$ cat src/rtl/rv32i_axi_lite_master_if.sv
// AXI4-Lite master-side bus: AW, W, B, AR and R channels.
// The master modport belongs to the bridge and the slave modport to the memory or interconnect.
interface rv32i_axi_lite_master_if #(
  parameter int ADDR_W = 32,
  parameter int DATA_W = 32
);
  logic [ADDR_W-1:0]   awaddr;
  logic [2:0]          awprot;
  logic                awvalid;
  logic                awready;
  logic [DATA_W-1:0]   wdata;
  logic [DATA_W/8-1:0] wstrb;
  logic                wvalid;
  logic                wready;
  logic [1:0]          bresp;
  logic                bvalid;
  logic                bready;
  logic [ADDR_W-1:0]   araddr;
  logic [2:0]          arprot;
  logic                arvalid;
  logic                arready;
  logic [DATA_W-1:0]   rdata;
  logic [1:0]          rresp;
  logic                rvalid;
  logic                rready;

  modport master (
    output awaddr, awprot, awvalid, input awready,
    output wdata, wstrb, wvalid, input wready,
    input bresp, bvalid, output bready,
    output araddr, arprot, arvalid, input arready,
    input rdata, rresp, rvalid, output rready
  );

  modport slave (
    input awaddr, awprot, awvalid, output awready,
    input wdata, wstrb, wvalid, output wready,
    output bresp, bvalid, input bready,
    input araddr, arprot, arvalid, output arready,
    output rdata, rresp, rvalid, input rready
  );
endinterface

$ cat src/rtl/rv32i_axi_lite_master.sv
// Bridges the core's level-sensitive mem_req interface to AXI4-Lite, with one transaction outstanding.
// Zero-wait latency is 3 cycles from acceptance to the mem_valid pulse, and each slave wait cycle adds one.
module rv32i_axi_lite_master #(
  parameter int ADDR_W = 32,
  parameter int DATA_W = 32
) (
  input  logic                    clk,
  input  logic                    rst,
  input  logic                    mem_req,
  input  logic                    mem_we,
  input  logic                    mem_instr,
  input  logic [ADDR_W-1:0]       mem_addr,
  input  logic [DATA_W-1:0]       mem_wdata,
  input  logic [DATA_W/8-1:0]     mem_wstrb,
  output logic                    mem_ready,
  output logic                    mem_valid,
  output logic [DATA_W-1:0]       mem_rdata,
  output logic                    mem_err,
  rv32i_axi_lite_master_if.master m
);
  typedef enum logic [2:0] {IDLE, RD_ADDR, RD_DATA, WR_REQ, WR_RESP, DONE} state_t;

  localparam logic [ADDR_W-1:0] ALIGN_MASK = ~ADDR_W'(3);

  state_t              state;
  state_t              state_n;
  logic [ADDR_W-1:0]   addr_q;
  logic [DATA_W-1:0]   wdata_q;
  logic [DATA_W/8-1:0] wstrb_q;
  logic                instr_q;
  logic                aw_done;
  logic                w_done;
  logic                aw_hs;
  logic                w_hs;

  // Bus outputs come straight from captured registers, so nothing on the AXI side depends on mem_req combinationally.
  assign m.araddr = addr_q & ALIGN_MASK;
  assign m.awaddr = addr_q & ALIGN_MASK;
  assign m.arprot = {instr_q, 2'b00};
  assign m.awprot = 3'b000;
  assign m.wdata  = wdata_q;
  assign m.wstrb  = wstrb_q;

  assign aw_hs = m.awvalid && m.awready;
  assign w_hs  = m.wvalid && m.wready;

  always_ff @(posedge clk or posedge rst) begin
    if (rst) begin
      state <= IDLE;
    end else begin
      state <= state_n;
    end
  end

  always_comb begin
    state_n   = state;
    mem_ready = 1'b0;
    mem_valid = 1'b0;
    m.arvalid = 1'b0;
    m.rready  = 1'b0;
    m.awvalid = 1'b0;
    m.wvalid  = 1'b0;
    m.bready  = 1'b0;
    case (state)
      IDLE: begin
        mem_ready = 1'b1;
        if (mem_req) begin
          state_n = mem_we ? WR_REQ : RD_ADDR;
        end
      end
      RD_ADDR: begin
        m.arvalid = 1'b1;
        if (m.arready) begin
          state_n = RD_DATA;
        end
      end
      RD_DATA: begin
        m.rready = 1'b1;
        if (m.rvalid) begin
          state_n = DONE;
        end
      end
      WR_REQ: begin
        // AW and W complete independently, in either order or in the same cycle.
        m.awvalid = !aw_done;
        m.wvalid  = !w_done;
        if ((aw_done || aw_hs) && (w_done || w_hs)) begin
          state_n = WR_RESP;
        end
      end
      WR_RESP: begin
        m.bready = 1'b1;
        if (m.bvalid) begin
          state_n = DONE;
        end
      end
      DONE: begin
        mem_valid = 1'b1;
        state_n   = IDLE;
      end
      default: begin
        state_n = IDLE;
      end
    endcase
  end

  always_ff @(posedge clk or posedge rst) begin
    if (rst) begin
      addr_q    <= '0;
      wdata_q   <= '0;
      wstrb_q   <= '0;
      instr_q   <= 1'b0;
      aw_done   <= 1'b0;
      w_done    <= 1'b0;
      mem_rdata <= '0;
      mem_err   <= 1'b0;
    end else begin
      if (state == IDLE) begin
        aw_done <= 1'b0;
        w_done  <= 1'b0;
        if (mem_req) begin
          addr_q  <= mem_addr;
          wdata_q <= mem_wdata;
          wstrb_q <= mem_wstrb;
          instr_q <= mem_instr;
        end
      end
      if (state == WR_REQ) begin
        if (aw_hs) aw_done <= 1'b1;
        if (w_hs)  w_done  <= 1'b1;
      end
      // SLVERR (2'b10) and DECERR (2'b11) both flag an error.
      if (state == RD_DATA && m.rvalid) begin
        mem_rdata <= m.rdata;
        mem_err   <= (m.rresp >= 2'b10);
      end
      if (state == WR_RESP && m.bvalid) begin
        mem_err <= (m.bresp >= 2'b10);
      end
    end
  end
endmodule

$ cat src/flat_wrapper.sv
// flat-port wrapper written by rule: the top's interface ports become plain ports
module rv32i_axi_lite_master_flat 
#(
  parameter int ADDR_W = 32,
  parameter int DATA_W = 32
)
  (clk, rst, mem_req, mem_we, mem_instr, mem_addr, mem_wdata, mem_wstrb, mem_ready, mem_valid, mem_rdata, mem_err, m_awaddr, m_awprot, m_awvalid, m_awready, m_wdata, m_wstrb, m_wvalid, m_wready, m_bresp, m_bvalid, m_bready, m_araddr, m_arprot, m_arvalid, m_arready, m_rdata, m_rresp, m_rvalid, m_rready);
  rv32i_axi_lite_master_if #(.ADDR_W(ADDR_W), .DATA_W(DATA_W)) m_i ();
  input  logic clk;
  input  logic rst;
  input  logic mem_req;
  input  logic mem_we;
  input  logic mem_instr;
  input  logic [ADDR_W-1:0] mem_addr;
  input  logic [DATA_W-1:0] mem_wdata;
  input  logic [DATA_W/8-1:0] mem_wstrb;
  output logic mem_ready;
  output logic mem_valid;
  output logic [DATA_W-1:0] mem_rdata;
  output logic mem_err;
  output wire logic [$bits(m_i.awaddr)-1:0] m_awaddr;
  output wire logic [$bits(m_i.awprot)-1:0] m_awprot;
  output wire logic [$bits(m_i.awvalid)-1:0] m_awvalid;
  input wire logic [$bits(m_i.awready)-1:0] m_awready;
  output wire logic [$bits(m_i.wdata)-1:0] m_wdata;
  output wire logic [$bits(m_i.wstrb)-1:0] m_wstrb;
  output wire logic [$bits(m_i.wvalid)-1:0] m_wvalid;
  input wire logic [$bits(m_i.wready)-1:0] m_wready;
  input wire logic [$bits(m_i.bresp)-1:0] m_bresp;
  input wire logic [$bits(m_i.bvalid)-1:0] m_bvalid;
  output wire logic [$bits(m_i.bready)-1:0] m_bready;
  output wire logic [$bits(m_i.araddr)-1:0] m_araddr;
  output wire logic [$bits(m_i.arprot)-1:0] m_arprot;
  output wire logic [$bits(m_i.arvalid)-1:0] m_arvalid;
  input wire logic [$bits(m_i.arready)-1:0] m_arready;
  input wire logic [$bits(m_i.rdata)-1:0] m_rdata;
  input wire logic [$bits(m_i.rresp)-1:0] m_rresp;
  input wire logic [$bits(m_i.rvalid)-1:0] m_rvalid;
  output wire logic [$bits(m_i.rready)-1:0] m_rready;
  assign m_awaddr = m_i.awaddr;
  assign m_awprot = m_i.awprot;
  assign m_awvalid = m_i.awvalid;
  assign m_i.awready = m_awready;
  assign m_wdata = m_i.wdata;
  assign m_wstrb = m_i.wstrb;
  assign m_wvalid = m_i.wvalid;
  assign m_i.wready = m_wready;
  assign m_i.bresp = m_bresp;
  assign m_i.bvalid = m_bvalid;
  assign m_bready = m_i.bready;
  assign m_araddr = m_i.araddr;
  assign m_arprot = m_i.arprot;
  assign m_arvalid = m_i.arvalid;
  assign m_i.arready = m_arready;
  assign m_i.rdata = m_rdata;
  assign m_i.rresp = m_rresp;
  assign m_i.rvalid = m_rvalid;
  assign m_rready = m_i.rready;
  rv32i_axi_lite_master #(.ADDR_W(ADDR_W), .DATA_W(DATA_W)) u_core (.clk(clk), .rst(rst), .mem_req(mem_req), .mem_we(mem_we), .mem_instr(mem_instr), .mem_addr(mem_addr), .mem_wdata(mem_wdata), .mem_wstrb(mem_wstrb), .mem_ready(mem_ready), .mem_valid(mem_valid), .mem_rdata(mem_rdata), .mem_err(mem_err), .m(m_i));
endmodule
$ cat config.mk
export PLATFORM = sky130hd
export DESIGN_NAME = rv32i_axi_lite_master_flat
export DESIGN_NICKNAME = d
export VERILOG_FILES = /design/src/rtl/rv32i_axi_lite_master_if.sv /design/src/rtl/rv32i_axi_lite_master.sv /design/src/flat_wrapper.sv
export SDC_FILE = /design/constraint.sdc
export NUM_CORES = 1
export LEC_CHECK = 0
export ABC_AREA = 1
export CORE_UTILIZATION = 35
export CTS_CLUSTER_DIAMETER = 100
export DETAILED_ROUTE_END_ITERATION = 12
export PLACE_DENSITY = 0.81
export REMOVE_ABC_BUFFERS = 1
export SYNTH_ARGS = -nofsm -noshare
export SYNTH_HDL_FRONTEND = slang
export SYNTH_SLANG_ARGS = --single-unit
export TNS_END_PERCENT = 5
$ cat constraint.sdc
create_clock -name clk -period 3 [get_ports clk]
set_input_delay 0.3 -clock clk [delete_from_list [all_inputs] [get_ports clk]]
set_output_delay 0.3 -clock clk [all_outputs]
set_load 0.03 [all_outputs]
==> reports/results.tsv <==
stage	metric	value	unit
cts	cts_setup_buffers	0	
cts	cts_buffers	9	
worst_setup_path	end_kind	output pin	
cells_and_area	area_growth	56.8	%
worst_setup_path	crit_fanout	18	
timing	slew_viol_final	0	
yosys	yosys_warnings	0	
floorplanning	pin_count	260	
timing	tightest_slew	736	ps
global_routing	grt_pass1_vias	3814	
worst_setup_path	worstSetupPathType	flip-flop to output pin	
routing	drcViolationCount	0	
power_and_ir_drop	power_density	1190	mW/mm^2
cts	cts.clk_slew.worst_paths	60	ps
timing	final.period_utilization	83.6	%
routing	first_pass_iters	5	
yosys	synth_cells	529	
worst_setup_path	critPathLaunchType	flip-flop	
cts	cts-root-buf	clkbuf_16	
routing	wirelength	12800	microns
routing	drt_iter0_markers	241	
cts	cts_buffer_depth	2	
timing	final.setup.tns	0	ps
yosys	synth-seq-cells	105	
worst_setup_path	arrival	2210	ps
routing	via_per_inst	4.56	
timing	timing.final.ws_setup	492	ps
cells_and_area	fin_area	0.00714	sq mm
global_routing	grt_max_degree	68	
timing	relSlewSlack	51.0	%
cts	clkLatencyLatePin	340	ps
worst_setup_path	reg2reg_depth	7	
yosys	synth_top_area_share	57.7	%
power_and_ir_drop	power.leakage	3.45	nW
timing	rsz0062_at_grt	false	
cells_and_area	antenna_cells	0	
floorplanning	die_w	116	microns
cells_and_area	mostFrequentLayoutCells	clkdlybuf4s50_1, nand2_1, dfrtp_1, nand3_1, nor2_1	
yosys	yosys.area.top_type	dfrtp_1	
place	dp_hpwl	9060	microns
floorplanning	die_h	116	microns
place	dpl.cell_count	891	
cells_and_area	drive_gt1_share	4.09	%
floorplanning	start_util	35.9	%
global_routing	grt_first_pass_wirelength	19100	microns
cells_and_area	fillers	1132	
cells_and_area	fin_util	56.4	%
place	post-place-ws	755	ps
global_routing	grtUsageTotal	18.7	%
yosys	syn_area_per_cell	8.61	sq um
cells_and_area	finalNonFillerCells	906	
timing	hold_viol_final	0	
timing	final_period_minus_worst_setup_slack	2510	ps
place	port_buffers	246	
yosys	synth_area_leaders	dfrtp_1, nand2_1, nand3_1	
cells_and_area	nets	844	
worst_setup_path	crit_chain	nor2_2 -> inv_2 -> nor2_4 -> clkdlybuf4s50_1	
place	gp_congestion	0.759	
worst_setup_path	crit_cells	4	
floorplanning	core-area	0.0127	sq mm
timing	fmax	399	MHz
hold_path	hold_class	input port to async pin	
power_and_ir_drop	ir_drop	657	uV
cts	cts_tree	yes	
worst_setup_path	cp_top_family	buffers and inverters	
cells_and_area	seq_area	0.00263	sq mm
worst_setup_path	slowest_stage	clkdlybuf4s50_1	
cells_and_area	final_common_cell	clkdlybuf4s50_1	
cells_and_area	multi_input_area	0.00145	sq mm
place	dpl_cell_area	0.00685	sq mm
yosys	synth.cell_area	0.00455	sq mm
routing	wl_per_cell	14.1	microns
timing	finalSetupViolations	0	
worst_setup_path	crit_required	2700	ps
cts	cts-resized-gates	0	
worst_setup_path	crit_buf_inv	2	
worst_setup_path	cpPeakStageDelay	770	ps
routing	num_vias	4130	
run_status	outcome	finished clean	
power_and_ir_drop	power.total	8.52	mW
yosys	ys_types	20	
cts	clock-sinks	105	
floorplanning	die-area	0.0135	sq mm
yosys	ys_seq_area_share	57.7	%
routing	ant_nets	0	
floorplanning	core.rowCount	41	
global_routing	grt.overflow.total	0	
timing	finClkSkew	7.20	ps
job	drv_cap	0	
global_routing	grt_antenna_before_repair	0	
cts	cts.htree.levels	3	
cts	hold_buffers	0	
timing	holdWs	415	ps
logic make-up (layout without fill, tap and decap cells):
| logic type | count (synthesis) | count (layout) | share of synthesized area (%) |
|---|---|---|---|
| AND/OR/NAND/NOR | 338 | 338 | 30.5 |
| flip-flops | 105 | 105 | 57.7 |
| buffers and inverters | 81 | 278 | 11.2 |
| AO/OA/AOI/OAI | 4 | 4 | 0.467 |
| other | 1 | 9 | 0.0823 |
state kept, by name, indices dropped and copies added (netlist names):
signal / count
u_core.mem_rdata: 32
u_core.m.wdata: 32
u_core.state: 3
u_core.w_done: 1
u_core.m.wstrb: 4
u_core.addr_q: 30
u_core.mem_err: 1
u_core.aw_done: 1
u_core.instr_q: 1
where the power goes:
| part | internal [mW] | switching [mW] | total (mW) |
|---|---|---|---|
| clock network | 0.686 | 0.494 | 1.18 |
| registers | 2.06 | 0.430 | 2.49 |
| logic | 1.90 | 2.95 | 4.85 |
| total | 4.65 | 3.88 | 8.52 |
worst paths after layout:
path / startpoint / slack, ps / endpoint
worst max-delay path: u_core.state[1]$_DFFE_PP0P_ / 490 / mem_ready
worst min register to register: u_core.m.wstrb[0]$_DFFE_PP0P_ / 470 / u_core.m.wstrb[0]$_DFFE_PP0P_
worst max register to register: u_core.state[1]$_DFFE_PP0P_ / 820 / u_core.addr_q[13]$_DFFE_PP0P_
max in group asynchronous: rst / 1830 / u_core.mem_rdata[6]$_DFFE_PP0P_
min in group clk: u_core.m.wstrb[0]$_DFFE_PP0P_ / 470 / u_core.m.wstrb[0]$_DFFE_PP0P_
worst min-delay path: rst / 420 / u_core.mem_rdata[23]$_DFFE_PP0P_
per-layer routing:
layer | routed length (microns) | share of wire (%) | global-route usage [%] | up-vias
met4 | 177 | 1.4 | 6.92 | 0
met1 | 5300 | 41 | 22.7 | 1939
li1 | - | - | - | 1997
met2 | 6050 | 47 | 31.0 | 181
met3 | 1250 | 9.8 | 6.17 | 13
met5 | 0 | 0 | 0 | -
layout make-up:
type	instances	share of cell area (%)
Clock buffer	12	3.59
Multi-Input combinational cell	351	20.3
Sequential cell	105	36.8
Timing Repair Buffer	251	35.1
Inverter	12	0.666
Clock inverter	3	0.561
Tap cell	172	3.01
cells in the mapped netlist (all sizes together):
| master | instances |
|---|---|
| a21oi | 2 |
| a31oi | 1 |
| buf | 59 |
| clkbuf | 10 |
| conb | 1 |
| dfrtp | 105 |
| inv | 12 |
| nand2 | 243 |
| nand3 | 74 |
| nand3b | 1 |
| nor2 | 16 |
| nor3 | 3 |
| o21ai | 1 |
| or2 | 1 |
(Power assumes the default switching activity.)
